### config.mk
export PLATFORM = sky130hd
export DESIGN_NAME = membus_arbiter
export DESIGN_NICKNAME = d
export VERILOG_FILES = /design/src/rtl/membus_arbiter_pkg.sv /design/src/rtl/membus_arbiter.sv
export SDC_FILE = /design/constraint.sdc
export NUM_CORES = 1
export LEC_CHECK = 0
export ABC_CLOCK_PERIOD_IN_PS = 1900
export CAP_MARGIN = 10
export CORE_AREA = 5 5 105 107
export DETAILED_ROUTE_END_ITERATION = 16
export DIE_AREA = 0 0 110 112
export DONT_BUFFER_PORTS = 1
export GPL_ROUTABILITY_DRIVEN = 0
export SYNTH_ARGS = -nofsm -noshare
export SYNTH_HDL_FRONTEND = slang
export SYNTH_SLANG_ARGS = --single-unit
### constraint.sdc
create_clock -name clk_i -period 1.9 [get_ports clk_i]
set_input_delay 0.475 -clock clk_i [delete_from_list [all_inputs] [get_ports clk_i]]
set_output_delay 0.475 -clock clk_i [all_outputs]
set_load 0.05 [all_outputs]
### src/rtl/membus_arbiter_pkg.sv
// Shared bus definitions for the bexkat1 memory arbiter:
// arbiter states, grant encodings and Wishbone constants.
package bexkat1_bus_pkg;

    typedef enum logic [1:0] {
        ARB_IDLE  = 2'd0,
        ARB_GNT0  = 2'd1,
        ARB_GNT1  = 2'd2,
        ARB_ABORT = 2'd3
    } arb_state_e;

    localparam logic [1:0] GRANT_NONE = 2'b00;
    localparam logic [1:0] GRANT_DAT  = 2'b01;
    localparam logic [1:0] GRANT_INS  = 2'b10;

    localparam logic [3:0] SEL_ALL = 4'hf;

endpackage

### src/rtl/membus_arbiter.sv
// Two-master Wishbone arbiter: data master M0 has priority,
// fetch master M1 is protected from starvation, with a bus watchdog.
module membus_arbiter
    import bexkat1_bus_pkg::*;
#(
    parameter int unsigned MAX_CONSEC = 4,
    parameter int unsigned TIMEOUT    = 255
) (
    input  logic        clk_i,
    input  logic        rst_i,
    input  logic        m0_cyc_i,
    input  logic        m0_stb_i,
    input  logic        m0_we_i,
    input  logic [3:0]  m0_sel_i,
    input  logic [31:0] m0_adr_i,
    input  logic [31:0] m0_dat_i,
    output logic [31:0] m0_dat_o,
    output logic        m0_ack_o,
    output logic        m0_err_o,
    input  logic        m1_cyc_i,
    input  logic        m1_stb_i,
    input  logic [31:0] m1_adr_i,
    output logic [31:0] m1_dat_o,
    output logic        m1_ack_o,
    output logic        m1_err_o,
    output logic        s_cyc_o,
    output logic        s_stb_o,
    output logic        s_we_o,
    output logic [3:0]  s_sel_o,
    output logic [31:0] s_adr_o,
    output logic [31:0] s_dat_o,
    input  logic [31:0] s_dat_i,
    input  logic        s_ack_i,
    output logic [1:0]  grant_o
);

    localparam int CW = $clog2(MAX_CONSEC + 1);
    localparam int TW = $clog2(TIMEOUT + 1);

    localparam logic [CW-1:0] CONSEC_MAX = CW'(MAX_CONSEC);
    localparam logic [TW-1:0] TMO_LAST   = TW'(TIMEOUT - 1);

    arb_state_e    state_q, state_d;
    logic [1:0]    grant_q, grant_d;
    logic [CW-1:0] consec_q, consec_d;
    logic [TW-1:0] tmo_q, tmo_d;

    // Next-state: arbitration in IDLE, bus lock and watchdog in GNTx
    always_comb begin
        state_d  = state_q;
        grant_d  = grant_q;
        consec_d = consec_q;
        tmo_d    = tmo_q;
        unique case (state_q)
            ARB_IDLE: begin
                tmo_d = '0;
                if (m0_cyc_i &&
                    (!m1_cyc_i || consec_q != CONSEC_MAX)) begin
                    state_d  = ARB_GNT0;
                    grant_d  = GRANT_DAT;
                    consec_d = m1_cyc_i ? consec_q + CW'(1) : '0;
                end else if (m1_cyc_i) begin
                    state_d  = ARB_GNT1;
                    grant_d  = GRANT_INS;
                    consec_d = '0;
                end
            end
            ARB_GNT0, ARB_GNT1: begin
                if (!s_cyc_o) begin
                    state_d = ARB_IDLE;
                    grant_d = GRANT_NONE;
                    tmo_d   = '0;
                end else if (s_ack_i) begin
                    tmo_d = '0;
                end else if (s_stb_o) begin
                    if (tmo_q == TMO_LAST) begin
                        state_d = ARB_ABORT;
                        tmo_d   = '0;
                    end else begin
                        tmo_d = tmo_q + TW'(1);
                    end
                end
            end
            ARB_ABORT: begin
                state_d = ARB_IDLE;
                grant_d = GRANT_NONE;
                tmo_d   = '0;
            end
            default: begin
                state_d = ARB_IDLE;
                grant_d = GRANT_NONE;
                tmo_d   = '0;
            end
        endcase
    end

    // State, owner and counter registers
    always_ff @(posedge clk_i) begin
        if (rst_i) begin
            state_q  <= ARB_IDLE;
            grant_q  <= GRANT_NONE;
            consec_q <= '0;
            tmo_q    <= '0;
        end else begin
            state_q  <= state_d;
            grant_q  <= grant_d;
            consec_q <= consec_d;
            tmo_q    <= tmo_d;
        end
    end

    // Slave-side mux and owner-only ack/err routing
    always_comb begin
        s_cyc_o  = 1'b0;
        s_stb_o  = 1'b0;
        s_we_o   = 1'b0;
        s_sel_o  = 4'h0;
        s_adr_o  = 32'h0;
        s_dat_o  = 32'h0;
        m0_ack_o = 1'b0;
        m1_ack_o = 1'b0;
        m0_err_o = 1'b0;
        m1_err_o = 1'b0;
        unique case (state_q)
            ARB_GNT0: begin
                s_cyc_o  = m0_cyc_i;
                s_stb_o  = m0_stb_i;
                s_we_o   = m0_we_i;
                s_sel_o  = m0_sel_i;
                s_adr_o  = m0_adr_i;
                s_dat_o  = m0_dat_i;
                m0_ack_o = s_ack_i;
            end
            ARB_GNT1: begin
                s_cyc_o  = m1_cyc_i;
                s_stb_o  = m1_stb_i;
                s_sel_o  = SEL_ALL;
                s_adr_o  = m1_adr_i;
                m1_ack_o = s_ack_i;
            end
            ARB_ABORT: begin
                m0_err_o = grant_q[0];
                m1_err_o = grant_q[1];
            end
            default: begin
                s_cyc_o = 1'b0;
            end
        endcase
    end

    assign m0_dat_o = m0_ack_o ? s_dat_i : 32'h0;
    assign m1_dat_o = m1_ack_o ? s_dat_i : 32'h0;
    assign grant_o  = grant_q;

endmodule

# Word level (Yosys, flattened, before mapping)
# Index checks and enable logic that the tools add are counted.
# totals
input_bits	140
output_inout_bits	141
word_cells	56
reg_bits	15
# classes
reduce_logical	10
mux	29
n_eq_ne	11
add_sub_neg	2
# op_table
op	n
$mux W32	3
$pmux W32 S2	1
$mux W8	4
$pmux W8 S2	1
$ne A3 B3 Y1 const B	5
$mux W2	7
$pmux W2 S3	2
$mux W3	3
$add A8 B1 Y8 const B	1
$eq A8 B8 Y1 const B	1
$pmux W4 S2	1
$mux W1	5
$eq A2 B2 Y1 const B	2
$ne A4 B4 Y1 const B	1
$pmux W1 S2	2
$reduce_and A2 Y1	2
$reduce_and A4 Y1	1
$reduce_or A2 Y1	2
$add A3 B1 Y3 const B	1
$eq A2 B1 Y1 const B	1
$logic_not A2 Y1	1
$ne A2 B2 Y1 const B	1
$reduce_bool A2 Y1	1
$logic_and A1 B1 Y1	1
other kinds (2)	2

# Logic depth before layout (Yosys ltp)
# Gate-level depths: netlist (run 1).
# logic_depth
depth_word	6
depth_mapped	7
depth_no_buf	6

# Least setup slack after synthesis (run 1)
# OpenSTA, ideal clock, no wires.
# synth_timing
kind	register to output
from	register state_q[0]
to	output s_adr_o[14]
path_stages_with_launch	7
required_ps	1425
path_buffers	3
arrival_time_ps	2081
slack_ps	-656
path_cell_list	dfxtp_1 inv_1 ha_1 clkbuf_1 clkbuf_1 clkbuf_1 nor2b_1
# synth_via
elab_chain_cells	2
elab_cells_between_ends	3
cone_classes	2 x eq/ne; 1 x mux
# synth_lines
item	line_no	source
start: declaration	membus_arbiter.sv:43	arb_state_e state_q, state_d;
start signal: assignment	membus_arbiter.sv:105	state_q <= state_d;
$eq A2 B2 Y1 / $eq A2 B1 Y1 (equally long branches)	membus_arbiter.sv:124	unique case (state_q)
$pmux W32 S2 (*)	membus_arbiter.sv:124	
end: declaration	membus_arbiter.sv:30	output logic [31:0] s_adr_o,
# Every way passes the cells marked *; elsewhere a longest branch is shown, timed or not.

# Final worst setup path (run 1)
# layout_timing
from	register state_q[1]
to	output s_adr_o[6]
# The elaborated chain is that of the path after synthesis.

==> results.json, run 1 <==
{
  "outcome": "finished with violations",
  "violations": "setup timing",
  "cellPowerDensity_nw_per_um2": 1020,
  "cts_tree": "yes",
  "synth_compound_area_share_pct": 21.2,
  "vias": 3049,
  "relSlewSlack_pct": 62.1,
  "fin_crit_sh_pct": 114,
  "period_minus_slack_ns": 2.16,
  "hold_path.class": "input pin to flop",
  "mostFrequentLayoutCells": "106 x buf_12, 60 x and3_4, 36 x nor2b_4",
  "clock_power_share_pct": 4.7,
  "clk_pin_slew_ns": 0.07,
  "end_kind": "output pin",
  "viasPerCell": 5.43,
  "skew_ns": 0.0106,
  "min_path_cells": 1,
  "synth_ff_type": "dfxtp_1",
  "firstDrtPassIters": 4,
  "grt_usage_pct": 20.2,
  "synth_async_sr_flop_share_pct": 0,
  "max_cap_viol_count": 0,
  "chipWidth_um": 110,
  "hold_slack_ns": 0.275,
  "seqPwrFrac_pct": 6.3,
  "drtAntennaViolNets": 0,
  "drt_iter0_drc": 201,
  "cts_buffer_depth": 2,
  "numCtsBuffers": 3,
  "p_comb_share_pct": 89.0,
  "swShare_pct": 48.1,
  "root_buffer": "clkbuf_8",
  "critPathKind": "flop to output pin",
  "p_int_mw": 3.05,
  "worst_pin_slew_ns": 0.568,
  "dpl.hpwl_um": 9920,
  "worst_slack_ns": -0.258,
  "yosysSeqAreaShare_pct": 13.9,
  "slowest_stage": "a22oi_2",
  "synth-xor-area-share_pct": 0.405,
  "ir_drop_mv": 0.631,
  "cp_num_buf_inv": 3,
  "num_antenna_cells": 0,
  "hold_violations": 0,
  "drt_wl_total_um": 13900,
  "coreArea_um2": 10000,
  "crit_path_max_fanout": 7,
  "synth_area_per_cell_um2": 6.82,
  "grt_first_pass_wirelength_um": 19300,
  "syn-num-nets": 465,
  "layout_commonest_cell": "buf_12",
  "initial_core_util_pct": 21.5,
  "rsz0062_at_grt": "true",
  "antenna_found_initial": 0,
  "wire_per_inst_um": 24.8,
  "fmax_mhz": 463,
  "ys_seq_elements": 15,
  "crit_path_start_kind": "flop",
  "power_switching_mw": 2.82,
  "synth_top_family_by_area": "simple AND/OR/NAND/NOR gates",
  "synth_edf_count": 0,
  "p_leak_nw": 2.13,
  "synthSimpleGateAreaFrac_pct": 50.1,
  "die_area_um2": 12300,
  "cp.arrival_ns": 1.68,
  "first_global_vias": 2997,
  "syn_area_um2": 2160,
  "core.rowCount": 37,
  "syn_to_final_growth_pct": 166,
  "setup_viol_count_final": 140,
  "synth.mux.area_fraction_pct": 2.49,
  "final_nets": 574,
  "dieHeight_um": 112,
  "slew_viol_final": 0,
  "synth_fa_ha_area_share_pct": 4.63,
  "grt-ovfl-total": 0,
  "path_cells": "buf_6, ha_4, buf_12, a22oi_2, nor2b_4, buf_12",
  "io_pins": 281,
  "cpPeakStageDelay_ns": 0.34,
  "crit_cells": 6,
  "synth_cell_types": 37,
  "netlist_instances": 317,
  "io_buffers": 0,
  "drive_above_1_share_pct": 76.5,
  "place_area_um2": 4770,
  "yosysWarnings": 0,
  "rr_worst_depth": 7,
  "required_ns": 1.42,
  "fin_area_um2": 5750,
  "htree_levels": 1,
  "worst_path_dominant_cell_family": "buffers and inverters",
  "drc": 0,
  "cts_num_sinks": 15,
  "critical_path.most_common_cell": "buf_12",
  "grt_max_degree": 70,
  "clk_latency_ns": 0.26
}
[cell usage after synthesis, drive strengths merged, types with 2 or more instances]
master  instances  share of area (%)
and3           68                 20
and2           39                 11
nor2b          37                 11
a22oi          33                 12
clkbuf         27                4.7
a21oi          18                4.3
dfxtp          15                 14
nor2           10                1.7
nand3           9                2.1
ha              8                4.6
inv             8                1.4
buf             6                1.3
nand2           6                1.0
o21ai           5                1.2
mux2            3                1.6
or3             3               0.87
a21o            2               0.69
a22o            2               0.81
a32oi           2               0.81
mux2i           2               0.93
nand4           2               0.58
[worst reg2reg max path: cells and delay by family, from the launching register on]
family / cells / cell delay, ns
AO/OA/AOI/OAI: 2 / 0.26
flip-flops: 1 / 0.35
buffers and inverters: 2 / 0.28
AND/OR/NAND/NOR: 1 / 0.53
multiplexers: 1 / 0.31
adder cells (fa/ha/maj): 1 / 0.25
[metal layers]
metal / part of all wire (%) / routed length (um) / vias to the layer above / track usage (%)
met3: 7.0 / 974 / 16 / 5.22
met2: 53 / 7430 / 152 / 35.6
met4: 1.2 / 174 / 0 / 3.33
li1: - / - / 1360 / -
met1: 38 / 5350 / 1521 / 24.7
met5: 0 / 0 / - / 0
[flip-flops by register name, indices dropped and copies added, names as in the netlist]
register	count
tmo_q	8
state_q	2
consec_q	3
grant_o	2
[path summary, 6_finish.rpt]
check              start     endpoint  slack [ns]
min                rst_i   grant_o[1]        0.28
max           state_q[1]   s_adr_o[6]       -0.26
max reg2reg   state_q[1]   state_q[0]       -0.19
min reg2reg  consec_q[0]  consec_q[0]        0.48
[cell families (layout without fill, tap and decap cells)]
group / after synthesis / in the layout
xor gates and xnor gates: 1 / 1
DFF: 15 / 15
buffers and inverters: 41 / 149
muxes: 5 / 5
and+or+nand+nor: 180 / 180
AOI/OAI and AO/OA: 67 / 67
adders and majority gates: 8 / 8
[timing repair]
item	in CTS	in global routing
endpoints found under the setup margin	140	141
hold buffers	0	0
buffers inserted	4	2
cloned	6	5
pin swaps	23	28
gates resized for setup	121	29
[area by class of cell]
cell class	instances	area, um2
fillers	797	4300
multi-input cells	261	2600
repair buffers	137	2590
flip-flops and latches	15	305
well taps	136	170
clock buffers	3	41.3
inverters	8	35.0
clock inverters	1	5.00
[metrics by stage]
step	setup slack, ns	power (mW)	setup TNS (ns)	util, %	std cells
2_1_floorplan	-0.0523	3.04	-0.645	-	317
3_3_place_gp	-0.216	4.45	-0.907	47.5	540
3_5_place_dp	-0.242	4.52	-3.62	47.5	540
4_1_cts	-0.223	5.53	-16.85	54.4	554
5_1_grt	-0.293	6.05	-28.68	57.2	561
6_report	-0.258	5.87	-22.69	57.2	561
[power groups by stage]
stage | registers (mW) | logic, mW | clock network [mW]
after floorplan | 0.388 | 2.65 | 0
after global placement | 0.360 | 4.09 | 0
after detailed placement | 0.363 | 4.15 | 0
after CTS | 0.363 | 4.89 | 0.274
after global routing | 0.370 | 5.40 | 0.286
final | 0.368 | 5.23 | 0.276
Power figures use the tool's default switching activity.
==> run 2: changes to the inputs <==
--- a/config.mk
+++ b/config.mk
@@ -7,11 +7,11 @@
 export LEC_CHECK = 0
 export ABC_CLOCK_PERIOD_IN_PS = 1900
 export CAP_MARGIN = 10
-export CORE_AREA = 5 5 105 107
+export CORE_AREA = 5 5 106 108
 export DETAILED_ROUTE_END_ITERATION = 16
-export DIE_AREA = 0 0 110 112
-export DONT_BUFFER_PORTS = 1
+export DIE_AREA = 0 0 111 113
 export GPL_ROUTABILITY_DRIVEN = 0
+export PLACE_DENSITY = 0.73
 export SYNTH_ARGS = -nofsm -noshare
 export SYNTH_HDL_FRONTEND = slang
 export SYNTH_SLANG_ARGS = --single-unit
==> run 2 against run 1 <==
Compared with the run above: the flow still finishes with violations (setup timing); combinational power increased by 24%; sequential share of layout area decreased by 1.6 points; hold slack improved by 0.20 ns; highest routed layer is now met5.
==> results.json, run 2 (synthesized netlist as in run 1, its figures left out) <==
{
  "mostFrequentLayoutCells": "153 x buf_12, 137 x clkdlybuf4s50_1, 48 x and3_4",
  "drtAntennaViolNets": 0,
  "layout_commonest_cell": "buf_12",
  "drt_wl_total_um": 20500,
  "largest_register": "tmo_q",
  "worst_slack_ns": -0.211,
  "antenna_found_initial": 3,
  "grt.met1_usage_pct": 29.6,
  "grt_usage_pct": 28.3,
  "drive_above_1_share_pct": 61.0,
  "io_pins": 281,
  "cts_num_sinks": 15,
  "crit_path_start_kind": "flop",
  "fmax_mhz": 474,
  "viasPerCell": 5.20,
  "end_kind": "output pin",
  "grt_first_pass_wirelength_um": 27800,
  "violations": "setup timing",
  "setup_viol_count_final": 141,
  "numCtsBuffers": 3,
  "drc": 0,
  "reg_top3": "tmo_q: 8 flops, consec_q: 3 flops",
  "place_inst": 726,
  "htree_levels": 1,
  "max_cap_viol_count": 0,
  "wire_per_inst_um": 26.9,
  "outcome": "finished with violations",
  "firstDrtPassIters": 4,
  "clk_pin_slew_ns": 0.06,
  "chipWidth_um": 111,
  "layout.cells.non_filler": 762,
  "relSlewSlack_pct": 74.7,
  "period_minus_slack_ns": 2.11,
  "skew_ns": 0.00339,
  "initial_core_util_pct": 21.3,
  "cts_buffer_depth": 2,
  "grt_use_met3_pct": 8.02,
  "slew_viol_final": 0,
  "hold_path.class": "flop to flop",
  "top_usage_layer": "met2",
  "fin_crit_sh_pct": 111,
  "postLayoutCoreUtil_pct": 82.0,
  "critPathKind": "flop to output pin",
  "io_buffers": 280,
  "ir_drop_mv": 0.441,
  "p_leak_nw": 3.21,
  "dieHeight_um": 113,
  "cp.arrival_ns": 1.64,
  "largest_reg_flops": 8,
  "cts_tree": "yes",
  "vias": 3966,
  "grt_max_degree": 35,
  "cellPowerDensity_nw_per_um2": 853,
  "core.rowCount": 37,
  "crit_path_max_fanout": 7,
  "syn_to_final_growth_pct": 284,
  "first_global_vias": 4419,
  "final_nets": 774,
  "drt_iter0_drc": 263,
  "required_ns": 1.42,
  "clk_latency_ns": 0.24,
  "rsz0062_at_grt": "true",
  "die_area_um2": 12500,
  "worst_pin_slew_ns": 0.379,
  "dpl.hpwl_um": 12900,
  "place_area_um2": 7060,
  "root_buffer": "clkbuf_8",
  "coreArea_um2": 10100,
  "grt_util_met2_pct": 55.5,
  "hold_violations": 0,
  "fin_area_um2": 8310,
  "grt-ovfl-total": 0,
  "fillers": 505
}
[run 2: cell count changes in the layout (fill, tap and decap cells not counted), sizes merged]
cell,change
clkdlybuf4s15,+1
dlygate4sd2,+1
buf,+57
clkinv,-1
diode,+1
clkbuf,+5
clkdlybuf4s50,+137
[run 2: metal layers]
layer	wire (um)	share of wire [%]
met4	756	3.7
met5	27	0.13
met2	11400	55
met3	1470	7.2
met1	6870	34
[run 2: where the power goes]
| group | switching [mW] | internal, mW |
|---|---|---|
| combinational | 3.04 | 3.42 |
| clock | 0.106 | 0.148 |
| sequential | 0.0343 | 0.345 |
[run 2: layout make-up]
cell class | instances | area (um2) | area share, %
inverters | 8 | 35.0 | 0.421
clock buffers | 4 | 45.0 | 0.542
flip-flops and latches | 15 | 308 | 3.70
repair buffers | 337 | 5150 | 61.9
well taps | 136 | 170 | 2.05
diodes | 1 | 2.50 | 0.0301
multi-input cells | 261 | 2600 | 31.3
[run 2: final timing paths]
path	start	to	slack, ns	depth (start not counted)
worst max-delay path	state_q[0]	s_cyc_o	-0.21	6
worst min-delay path	consec_q[0]	consec_q[0]	0.48	2
worst max register to register	state_q[0]	state_q[0]	-0.11	7
worst min register to register	consec_q[0]	consec_q[0]	0.48	2
[run 2: worst max-delay path: stages (launching register included)]
cell and delay (ns):
dfxtp_4 0.38, inv_4 0.06, ha_4 0.23, buf_6 0.15
a22o_4 0.26, and2_4 0.16, buf_12 0.14
[run 2: repair_timing]
action | in CTS | in global routing
hold buffers | 0 | 0
pin swaps | 29 | 20
endpoints found under the setup margin | 140 | 143
gates cloned | 12 | 10
resized for setup | 117 | 49
setup buffers | 12 | 4
[run 2: stage by stage]
step	hold slack, ns	power, mW	worst slack (ns)	TNS [ns]
finish	0.476	7.09	-0.211	-20.99
global route	0.500	7.31	-0.258	-28.05
CTS	0.476	6.67	-0.178	-17.10
detailed placement	0.468	5.22	-0.355	-23.24
global placement	0.455	5.16	-0.337	-19.51
floorplan	0.449	3.04	-0.0523	-0.645
==> edit (settings of run 1) <==
Register the output `m1_err_o`, cleared by the reset; this adds one clock of latency there. The other outputs are not delayed to match.
--- a/src/rtl/membus_arbiter.sv
+++ b/src/rtl/membus_arbiter.sv
@@ -39,6 +39,8 @@
 
     localparam logic [CW-1:0] CONSEC_MAX = CW'(MAX_CONSEC);
     localparam logic [TW-1:0] TMO_LAST   = TW'(TIMEOUT - 1);
+
+    logic m1_err_d;
 
     arb_state_e    state_q, state_d;
     logic [1:0]    grant_q, grant_d;
@@ -120,7 +122,7 @@
         m0_ack_o = 1'b0;
         m1_ack_o = 1'b0;
         m0_err_o = 1'b0;
-        m1_err_o = 1'b0;
+        m1_err_d = 1'b0;
         unique case (state_q)
             ARB_GNT0: begin
                 s_cyc_o  = m0_cyc_i;
@@ -140,7 +142,7 @@
             end
             ARB_ABORT: begin
                 m0_err_o = grant_q[0];
-                m1_err_o = grant_q[1];
+                m1_err_d = grant_q[1];
             end
             default: begin
                 s_cyc_o = 1'b0;
@@ -152,5 +154,13 @@
     assign m1_dat_o = m1_ack_o ? s_dat_i : 32'h0;
     assign grant_o  = grant_q;
 
+    always_ff @(posedge clk_i) begin
+        if (rst_i) begin
+            m1_err_o <= '0;
+        end else begin
+            m1_err_o <= m1_err_d;
+        end
+    end
+
 endmodule
 
Check against the original RTL: same outputs for any inputs over 10 cycles, from zero or initial values and one cycle with rst_i high; that may be too few to reach the edited logic, so the function may still have changed.
==> edit against run 1 <==
- the flow still finishes with violations (negative setup slack)
- area after synthesis down 3.2%
- power up 11%
- fmax up 2.5%
- die area unchanged
- count of clock-buffer cells in the layout unchanged
- design area up 12%
- worst setup slack better by 0.053 ns
- sequential cell count up 1
- combinational power up 13%
- synthesized cell count up 0.63%
- sequential power up 7.9%
- final cell count up 9.3%
- wire length up 26%
- critical endpoint is now s_adr_o[2]
==> edit: results (changes against run 1) <==
| Metric | Value |
|---|---|
| Hold Path Cell Cnt | 1 (unchanged) |
| Crit-path leading delay family | buffers and inverters |
| Yosys warnings | 0 (unchanged) |
| Hpwl dp | 13280 um (+34%) |
| DR iter-0 viols | 139 (-31%) |
| Post-synth ARST share | 0% (unchanged) |
| Status | complete, but fails checks |
| GRT Overall Usage | 26.25% (+6.1 points) |
| Vias per cell | 5.243 (-3.5%) |
| Reg2reg path depth | 7 (unchanged) |
| Dominant cells by area after synthesis | and3_1, dfxtp_1, a22oi_1, and2_1, nor2_1 |
| Post-synth cell types | 37 (unchanged) |
| CTS buffer count | 3 (unchanged) |
| Pin count of the biggest net entering global routing | 70 (unchanged) |
| Initial antenna violation count | 7 (+7) |
| Crit path arrival time | 1.63 ns (-0.05 ns) |
| Layout cells sized above 1 | 78.69% (+2.2 points) |
| Root Buffer | clkbuf_8 |
| Critical path's slowest cell | dfxtp_2 |
| CTS clk-pin slew, worst paths | 0.06 ns |
| Failing checks | negative setup slack |
| H-tree Lvls | 1 (unchanged) |
| Most frequent cells after synthesis | and3_1, nor2_1, and2_1 |
| Skew-Pair Late Insertion Delay | 0.25 ns |
| Vias in the first global route | 3366 (+12%) |
| Syn_nets | 468 (+0.65%) |
| Top cell type by total area after synthesis | and3_1 |
| Fill cells | 719 (-9.8%) |
| Longest Clk Path Bufs | 2 (unchanged) |
| Worst vdd ir | 0.0005972 V (-5.3%) |
| Class of the most critical hold timing path | primary input to flip-flop |
| Worst Setup Slack, final | -0.2055 ns (+0.05277 ns) |
| Critical Path Fanout Max | 8 (+1) |
| Endpoints failing setup | 140 (unchanged) |
| I/O Buffers | 0 (unchanged) |
| Clk_skew | 0.001758 ns (-0.008811 ns) |
| First-pass GRT wire length | 23470 um (+22%) |
| Lkg Pwr | 2.378 nW (+12%) |
| Slew headroom | 54.91% (-7.2 points) |
| Ys flop type | dfxtp_1 |
| Post-synthesis sequential area ratio | 15.29% (+1.4 points) |
| Routed WL | 17540 um (+26%) |
| Initial core utilization | 20.85% (-0.69 points) |
| Slowest stage delay, CP | 0.33 ns |
| First-pass DRT Iterations | 4 (unchanged) |
| Nets@finish | 625 (+8.9%) |
| Setup TNS | -20.34 ns (+2.355 ns) |
| Biggest regs | tmo_q: 8 flops, consec_q: 3 flops |
## edit: path summary, 6_finish.rpt
| kind | slack, ns | start | to |
|---|---|---|---|
| setup / recovery | -0.21 | state_q[0] | s_adr_o[2] |
| hold / removal | 0.29 | rst_i | consec_q[0] |
| setup reg to reg | -0.18 | state_q[0] | state_q[0] |
| hold reg to reg | 0.49 | tmo_q[4] | tmo_q[4] |
## edit: cell families (layout without fill, tap and decap cells)
group                      Yosys count  count (layout)  synth area share, %
buffers and inverters               40             195                7.348
xor gates and xnor gates             3               3                1.255
adders and majority gates            9               9                5.376
other                                0               3                    0
and+or+nand+nor                    184             184                47.73
AOI/OAI and AO/OA                   64              64                21.45
DFF                                 16              16                15.29
muxes                                3               3                1.553
## edit: layout make-up
class / instances / area share, %
repair buffers: 185 / 51.63
multi-input cells: 263 / 39.39
flip-flops and latches: 16 / 5.038
well taps: 136 / 2.656
clock buffers: 3 / 0.6444
inverters: 7 / 0.5272
diodes: 3 / 0.1172
## edit: per-stage QoR
step	setup WS (ns)	util, %	std cells	total power [mW]	cell area [um^2]
6_report	-0.2055	63.78	613	6.544	6407
5_1_grt	-0.2664	63.76	612	6.779	6405
4_1_cts	-0.1958	61.22	604	6.286	6150
3_5_place_dp	-0.04065	52.97	581	5.167	5321
3_3_place_gp	0.02015	52.97	581	5.077	5321
2_1_floorplan	-0.04147	-	319	3.118	2546
## edit: metal layers
metal / vias up / track usage (%) / part of all wire [%]
met4: 6 / 2.993 / 0.90
met2: 200 / 41.02 / 46
met1: 1531 / 28.52 / 36
met5: - / 0 / 0.25
met3: 18 / 21.16 / 17
li1: 1459 / - / -
## edit: where the power goes
group / internal, mW / switching, mW
logic: 2.82 / 3.06
registers: 0.362 / 0.0347
clock network: 0.141 / 0.119
## edit: what timing repair did
item | CTS | global route
resized for setup | 126 | 27
endpoints found under the setup margin | 139 | 146
pin swaps | 12 | 15
setup buffers | 13 | 3
hold buffers | 0 | 0
cloned | 7 | 5
